**config.mk**
```make
export PLATFORM = sky130hd
export DESIGN_NAME = wb_pipe_stage
export DESIGN_NICKNAME = d
export VERILOG_FILES = /design/src/rtl/wb_pipe_stage_pkg.sv /design/src/rtl/wb_pipe_stage_skid_buf.sv /design/src/rtl/wb_pipe_stage.sv
export SDC_FILE = /design/constraint.sdc
export NUM_CORES = 1
export LEC_CHECK = 0
export CAP_MARGIN = 25
export CORE_MARGIN = 3
export CORE_UTILIZATION = 50
export CTS_CLUSTER_DIAMETER = 100
export CTS_CLUSTER_SIZE = 24
export DETAILED_ROUTE_END_ITERATION = 10
export MAX_ROUTING_LAYER = met4
export PLACE_DENSITY = 0.82
export SLEW_MARGIN = 15
export SYNTH_ARGS = -nofsm -noshare
export SYNTH_HDL_FRONTEND = slang
export SYNTH_SLANG_ARGS = --single-unit
export TNS_END_PERCENT = 1
```
**constraint.sdc**
```tcl
create_clock -name clk -period 3.3 [get_ports clk]
set_input_delay 0.66 -clock clk [delete_from_list [all_inputs] [get_ports clk]]
set_output_delay 0.66 -clock clk [all_outputs]
set_load 0.02 [all_outputs]
```
**src/rtl/wb_pipe_stage_pkg.sv**
```systemverilog
// Shared types for the MEM/WB stage: write-back bundle, register address and skid FSM states.
package wb_pipe_stage_pkg;
    localparam int WORD_W = 32;
    localparam int DATA_W = WORD_W;

    typedef logic [4:0] RegAddr;

    typedef struct packed {
        logic              reg_write;
        logic              mem_to_reg;
        logic [DATA_W-1:0] mem_out;
        logic [DATA_W-1:0] alu_out;
        RegAddr            rd_a;
    } wb_bundle_t;

    typedef enum logic [1:0] {SB_EMPTY, SB_ONE, SB_FULL} skid_state_e;

    function automatic logic [DATA_W-1:0] wb_select(input wb_bundle_t b);
        return b.mem_to_reg ? b.mem_out : b.alu_out;
    endfunction
endpackage

```
**src/rtl/wb_pipe_stage_skid_buf.sv**
```systemverilog
// Generic 2-entry skid buffer; in_ready depends only on registered state (plus reset).
module skid_buf
    import wb_pipe_stage_pkg::*;
#(
    parameter type T = logic
) (
    input  logic clk,
    input  logic rst,
    input  logic flush,
    input  logic in_valid,
    output logic in_ready,
    input  T     in_data,
    output logic out_valid,
    input  logic out_ready,
    output T     out_data
);
    skid_state_e state, state_d;
    T            head, skid;
    logic        in_fire;
    logic        load_head, load_skid, head_from_skid;

    assign in_ready  = !rst && (state != SB_FULL);
    assign in_fire   = in_valid && in_ready;
    assign out_valid = (state != SB_EMPTY);
    assign out_data  = head;

    always_comb begin
        state_d        = state;
        load_head      = 1'b0;
        load_skid      = 1'b0;
        head_from_skid = 1'b0;
        case (state)
            SB_EMPTY: if (in_fire) begin
                state_d   = SB_ONE;
                load_head = 1'b1;
            end
            SB_ONE: begin
                if (in_fire && out_ready) begin
                    load_head = 1'b1;
                end else if (in_fire) begin
                    state_d   = SB_FULL;
                    load_skid = 1'b1;
                end else if (out_ready) begin
                    state_d = SB_EMPTY;
                end
            end
            SB_FULL: if (out_ready) begin
                state_d        = SB_ONE;
                head_from_skid = 1'b1;
            end
            default: state_d = SB_EMPTY;
        endcase
    end

    // Flush only drops occupancy; payload registers keep stale contents.
    always_ff @(posedge clk) begin
        if (rst) begin
            state <= SB_EMPTY;
            head  <= '0;
            skid  <= '0;
        end else if (flush) begin
            state <= SB_EMPTY;
        end else begin
            state <= state_d;
            if (load_head)      head <= in_data;
            if (head_from_skid) head <= skid;
            if (load_skid)      skid <= in_data;
        end
    end
endmodule

```
**src/rtl/wb_pipe_stage.sv**
```systemverilog
// MEM/WB stage register with valid/ready, flush, optional skid buffer and saturating stall counter.
module wb_pipe_stage
    import wb_pipe_stage_pkg::*;
#(
    parameter int DATA_W = 32,
    parameter int SKID   = 1,
    parameter int CNT_W  = 16
) (
    input  logic              clk,
    input  logic              rst,
    input  logic              flush,
    input  logic              in_valid,
    output logic              in_ready,
    input  wb_bundle_t        in_bundle,
    output logic              out_valid,
    input  logic              out_ready,
    output wb_bundle_t        out_bundle,
    output logic              reg_write_o,
    output logic [DATA_W-1:0] wb_data_o,
    output logic [CNT_W-1:0]  stall_cnt
);
    generate
        if (SKID != 0) begin : g_skid
            skid_buf #(.T(wb_bundle_t)) u_skid (
                .clk      (clk),
                .rst      (rst),
                .flush    (flush),
                .in_valid (in_valid),
                .in_ready (in_ready),
                .in_data  (in_bundle),
                .out_valid(out_valid),
                .out_ready(out_ready),
                .out_data (out_bundle)
            );
        end else begin : g_reg
            logic       r_valid;
            wb_bundle_t r_bundle;

            assign in_ready   = !rst && (out_ready || !r_valid);
            assign out_valid  = r_valid;
            assign out_bundle = r_bundle;

            // A new entry takes priority over draining, so fire-in plus fire-out keeps valid high.
            always_ff @(posedge clk) begin
                if (rst) begin
                    r_valid  <= 1'b0;
                    r_bundle <= '0;
                end else if (flush) begin
                    r_valid <= 1'b0;
                end else if (in_valid && in_ready) begin
                    r_valid  <= 1'b1;
                    r_bundle <= in_bundle;
                end else if (r_valid && out_ready) begin
                    r_valid <= 1'b0;
                end
            end
        end
    endgenerate

    assign reg_write_o = !rst && out_valid && out_bundle.reg_write;
    assign wb_data_o   = wb_select(out_bundle);

    always_ff @(posedge clk) begin
        if (rst)
            stall_cnt <= '0;
        else if (out_valid && !out_ready && (stall_cnt != {CNT_W{1'b1}}))
            stall_cnt <= stall_cnt + 1'b1;
    end
endmodule
```
==> results of run 1 <==
-- per-layer routing --
| layer | GRT usage [%] | wire length [um] |
|---|---|---|
| met2 | 40.5 | 9710 |
| met1 | 32.5 | 9030 |
| met3 | 6.17 | 1440 |
| met5 | - | 0 |
| met4 | 6.87 | 263 |
-- where the power goes --
part	switching (mW)	internal [mW]
registers	0.0358	1.97
clock network	0.707	1.02
logic	0.228	0.232
-- flip-flops by register name, indices dropped and copies added, names as in the netlist --
register and count:
g_skid.u_skid.out_data 71, g_skid.u_skid.skid 71, stall_cnt 16, g_skid.u_skid.state 2
-- area by class of cell --
type | instances | area [um2]
clock buffer | 26 | 499
clock inverter | 1 | 5.00
fill | 1149 | 4640
inverter | 3 | 11.3
multi-input combinational | 621 | 3910
sequential | 160 | 3200
tap | 184 | 230
timing repair buffer | 208 | 2090
-- layout by cell type (no fill, tap or decap), drive strengths merged, types with 4 or more instances in the layout --
master         netlist  routed
clkdlybuf4s50        0     195
dfxtp              160     160
nand2              145     145
a21oi               83      83
o21ai               79      79
or4                 75      75
mux2i               72      72
nand2b              71      71
mux2                35      35
clkbuf              60      26
buf                 18      13
nand4                8       8
nor2                 8       8
nor2b                7       7
or3                  7       7
nor4                 4       4
-- worst paths after layout --
kind	end	slack, ns	cells past startpoint
min reg2reg	g_skid.u_skid.skid[49]$_SDFFE_PP0P_	0.45	2
min	g_skid.u_skid.skid[49]$_SDFFE_PP0P_	0.45	2
max	wb_data_o[11]	0.45	3
max reg2reg	g_skid.u_skid.out_data[20]$_SDFFE_PP0P_	1.16	5
-- logic make-up after synthesis --
group / Yosys count / share of synthesized area (%)
compound gates: 172 / 12.2
fa+ha+maj: 1 / 0.167
buf+inv: 81 / 5.10
flops: 160 / 42.8
mux: 107 / 14.9
simple gates: 341 / 24.8
-- critical path, stage by stage (launching register included) --
cell,delay [ns]
dfxtp_2,0.61
buf_12,0.24
mux2_2,0.37
clkdlybuf4s50_1,0.55
==> out/qor.yml, run 1 <==
outcome: "completed"
finalHoldViolCount: 0
initial_utilization_pct: 51.3
ios: 198
overflow: 0
grt_start_max_net_pins: 169
nNetsFinal: 1088
hp-class: "reg2reg"
area_growth_pct: 33.0
drv_cap: 0
cts_buffer_depth: 2
cts_hold_buffers: 0
rows: 44
ir_drop_mv: 0.344
synth_flop_cell: "dfxtp_1"
r2r-start: "g_skid.u_skid.state[0]$_SDFFE_PP0P_"
cts_buffers: 17
die_h_um: 128
path_class: "reg2out"
cts_sinks: 160
design_area_um2: 9940
cts_setup_buffers: 0
grtUsageTotal_pct: 25.4
fin_tns_setup_ns: 0
wl_um: 20400
fin_util_pct: 68.2
hold_slack_ns: 0.452
root_buffer: "clkbuf_16"
placed_area_um2: 9440
cts_resized: 0
synth-seq-cells: 160
rsz0062_at_grt: "false"
yosys.area.top_type: "dfxtp_1"
start_kind: "flop"
hp-start: "g_skid.u_skid.skid[49]$_SDFFE_PP0P_"
fin_ws_ns: 0.446
cp_data_arrival_time_ns: 2.19
synth_area_leaders: "dfxtp_1, mux2i_1, or4_1, nand2_1, nand2b_1"
layout-drive-gt1-share_pct: 7.75
dieArea_um2: 16500
max_freq_mhz: 350
slew_headroom_pct: 51.3
wl_per_cell_um: 17.0
netlist_instances: 862
synth.avg_cell_area_um2: 8.67
drtIter0Drc: 632
async_flop_share_pct: 0
crit_path_start: "g_skid.u_skid.out_data[69]$_SDFFE_PP0P_"
drc_errors: 0
drt_pass1_iterations: 4
viasPerCell: 5.68
synth_top_cell_area_share_pct: 42.8
dp_cells: 1176
syn_nets: 939
synth.most_common_cell: "dfxtp_1"
grt_pass1_vias: 6577
antenna_found_initial: 0
diodes: 0
worstPathRequired_ns: 2.64
htree_levels: 4
portBuffers: 197
setup_viol_count_final: 0
grt_pass1_wl_um: 33000
ys_types: 42
ys_top_cells_by_count: "dfxtp_1, nand2_1, a21oi_1"
worstPathMaxFanout: 21
yosysSeqAreaShare_pct: 42.8
cts_tree: "done"
yosys_warnings: 0
stdcell_count: 1203
syn_area_um2: 7480
cts.clk_slew.worst_paths_ns: 0.06
layout_min_cycle_time_ns: 2.85
worst_clock_skew_ns: 0.00436
dp_hpwl_um: 12800
slew_viol_final: 0
clock_latency_ns: 0.42
synth_edf_count: 0
coreArea_um2: 14600
fp.dieW_um: 128
p_per_area_nw_per_um2: 422
worstMarginPinSlew_ns: 0.731
fin_crit_sh_pct: 86.5
dp_slack_ns: 0.357
postRouteAntennaNets: 0
cp-end-kind: "output port"
vias: 6837
power_mw: 4.19
gp_congestion: 0.783
leakage_nw: 3.82
(Power assumes the default switching activity.)
==> run 2, diff against run 1 <==
--- a/config.mk
+++ b/config.mk
@@ -5,7 +5,6 @@
 export SDC_FILE = /design/constraint.sdc
 export NUM_CORES = 1
 export LEC_CHECK = 0
-export CAP_MARGIN = 25
 export CORE_MARGIN = 3
 export CORE_UTILIZATION = 50
 export CTS_CLUSTER_DIAMETER = 100
==> results of run 2 <==
Final layout, timing and power as in run 1 (identical DEF).
==> run 3, diff against run 2 <==
--- a/config.mk
+++ b/config.mk
@@ -5,6 +5,7 @@
 export SDC_FILE = /design/constraint.sdc
 export NUM_CORES = 1
 export LEC_CHECK = 0
+export CORE_ASPECT_RATIO = 2
 export CORE_MARGIN = 3
 export CORE_UTILIZATION = 50
 export CTS_CLUSTER_DIAMETER = 100
==> run 3 against run 2 <==
Net effect:
- first-iteration DRC count fell by 43%
- highest routed layer unchanged
- core utilization up 0.95 points
- fmax decreased by 3.4%
- via count fell by 0.38%
- register-to-register slack worse by 0.06 ns
- critical path depth is the same
- worst setup slack worse by 0.099 ns
- final cell count rose by 1.3%
- design area up 0.82%
==> out/qor.yml, run 3 (synthesis gave the netlist of run 1 again) <==
outcome: "completed"  # unchanged
layout_common_cells: "clkdlybuf4s50_1, dfxtp_1, nand2_1"  # unchanged
ios: 198  # unchanged
grt.busiest_layer: "met2"  # unchanged
dieArea_um2: 16500  # about the same
cp-end-kind: "output port"  # unchanged
path_class: "reg2out"  # unchanged
placed_area_um2: 9450  # was 9440 um2
cts_sinks: 160  # unchanged
p_per_area_nw_per_um2: 434  # was 422 nW/um2
grt.met2_usage_pct: 47.6  # was 40.5%
worstPathRequired_ns: 2.64  # about the same
nNetsFinal: 1090  # was 1088
crit_path_max_incr_delay_ns: 0.70  # was 0.61 ns
fin_crit_sh_pct: 89.5  # was 86.5%
drc_errors: 0  # unchanged
gp_congestion: 0.803  # was 0.783
viasPerCell: 5.59  # was 5.68
die_h_um: 179  # was 128 um
vias: 6811  # was 6837
leakage_nw: 3.85  # was 3.82 nW
slew_headroom_pct: 36.0  # was 51.3%
path_cells: "buf_4, mux2_2, clkdlybuf4s50_1"  # was buf_12, mux2_2, clkdlybuf4s50_1
met3_usage_pct: 4.28  # was 6.17%
hp-class: "reg2reg"  # unchanged
slew_viol_final: 0  # unchanged
grtUsageTotal_pct: 25.7  # was 25.4%
drt_pass1_iterations: 4  # unchanged
ir_drop_mv: 0.371  # was 0.344 mV
design_area_um2: 10000  # was 9940 um2
cp_data_arrival_time_ns: 2.29  # was 2.19 ns
grt_pass1_wl_um: 32900  # was 33000 um
drv_cap: 0  # unchanged
htree_levels: 4  # unchanged
wl_per_cell_um: 17.0  # about the same
finalHoldViolCount: 0  # unchanged
overflow: 0  # unchanged
cp_slowest_cell: "dfxtp_2"  # unchanged
setup_viol_count_final: 0  # unchanged
fillers: 1191  # was 1149
drtIter0Drc: 363  # was 632
coreArea_um2: 14500  # was 14600 um2
dp_hpwl_um: 13700  # was 12800 um
wl_um: 20800  # was 20400 um
cts_buffer_depth: 2  # unchanged
rsz0062_at_grt: "false"  # unchanged
area_growth_pct: 34.1  # was 33.0%
initial_utilization_pct: 51.5  # was 51.3%
use_met1_pct: 27.3  # was 32.5%
portBuffers: 197  # unchanged
worstPathMaxFanout: 21  # unchanged
start_kind: "flop"  # unchanged
layout-drive-gt1-share_pct: 8.77  # was 7.75%
fin_tns_setup_ns: 0  # unchanged
cts.clk_slew.worst_paths_ns: 0.06  # about the same
cts_resized: 0  # unchanged
fp.dieW_um: 92.5  # was 128 um
cts_tree: "done"  # unchanged
final_common_cell: "clkdlybuf4s50_1"  # unchanged
antenna_found_initial: 1  # was 0
layout_min_cycle_time_ns: 2.95  # was 2.85 ns
clock_latency_ns: 0.42  # about the same
critical_path_buf_inv_count: 2  # unchanged
root_buffer: "clkbuf_16"  # unchanged
grt_start_max_net_pins: 124  # was 169
postRouteAntennaNets: 0  # unchanged
crit_family: "buffers and inverters"  # unchanged
rows: 62  # was 44
grt_pass1_vias: 6493  # was 6577
max_freq_mhz: 339  # was 350 MHz
cts_buffers: 17  # unchanged
worst_clock_skew_ns: 0.0110  # was 0.00436 ns
worstMarginPinSlew_ns: 0.960  # was 0.731 ns
cts_hold_buffers: 0  # unchanged
cts_setup_buffers: 0  # unchanged
-- run 3: cell count changes in the layout (fill, tap and decap cells not counted), sizes merged, moves of 2 or more --
cell      previous run  this run
buf                 13        15
clkbuf              26        19
clkinvlp             0         5
inv                  3         8
-- run 3: layout make-up --
| cell class | count | area (um2) | area share (%) |
|---|---|---|---|
| flip-flops and latches | 160 | 3200 | 32.0 |
| multi-input cells | 621 | 3910 | 39.0 |
| repair buffers | 210 | 2090 | 20.9 |
| clock buffers | 19 | 443 | 4.42 |
| inverters | 3 | 11.3 | 0.112 |
| diodes | 1 | 2.50 | 0.0250 |
| clock inverters | 13 | 128 | 1.27 |
| well taps | 192 | 240 | 2.40 |
-- run 3: final timing paths --
path	endpoint	slack, ns	from	depth (start not counted)
worst max-delay path	wb_data_o[19]	0.35	g_skid.u_skid.out_data[69]$_SDFFE_PP0P_	3
worst min-delay path	g_skid.u_skid.skid[48]$_SDFFE_PP0P_	0.45	g_skid.u_skid.skid[48]$_SDFFE_PP0P_	2
worst max register to register	g_skid.u_skid.out_data[59]$_SDFFE_PP0P_	1.10	g_skid.u_skid.state[0]$_SDFFE_PP0P_	5
worst min register to register	g_skid.u_skid.skid[48]$_SDFFE_PP0P_	0.45	g_skid.u_skid.skid[48]$_SDFFE_PP0P_	2
-- run 3: worst register-to-register path, delay by kind of cell (launching register included) --
| family | cells | cell delay, ns |
|---|---|---|
| AND/OR/NAND/NOR | 2 | 0.43 |
| buffers and inverters | 1 | 0.45 |
| AO/OA/AOI/OAI | 2 | 0.81 |
| flip-flops | 1 | 0.37 |
-- run 3: routing by layer --
metal | share of wire [%] | wire length, um
met3 | 4.6 | 950
met2 | 56 | 11700
met4 | 2.0 | 418
met5 | 0 | 0
met1 | 37 | 7680
-- run 3: per-stage QoR --
stage	utilization, %	total power, mW	worst slack [ns]	std cells	hold slack [ns]
finish	69.1	4.35	0.346	1219	0.452
detailed placement	65.2	2.51	0.325	1186	0.446
floorplan	-	2.27	0.776	862	0.436
global placement	65.2	2.50	0.396	1186	0.441
CTS	69.1	4.39	0.308	1218	0.455
global route	69.1	4.51	0.261	1219	0.466
-- run 3: power breakdown --
| group | internal (mW) | switching, mW | total (mW) |
|---|---|---|---|
| logic | 0.231 | 0.227 | 0.458 |
| registers | 1.97 | 0.0370 | 2.00 |
| clock network | 1.07 | 0.816 | 1.89 |
| total | 3.27 | 1.08 | 4.35 |
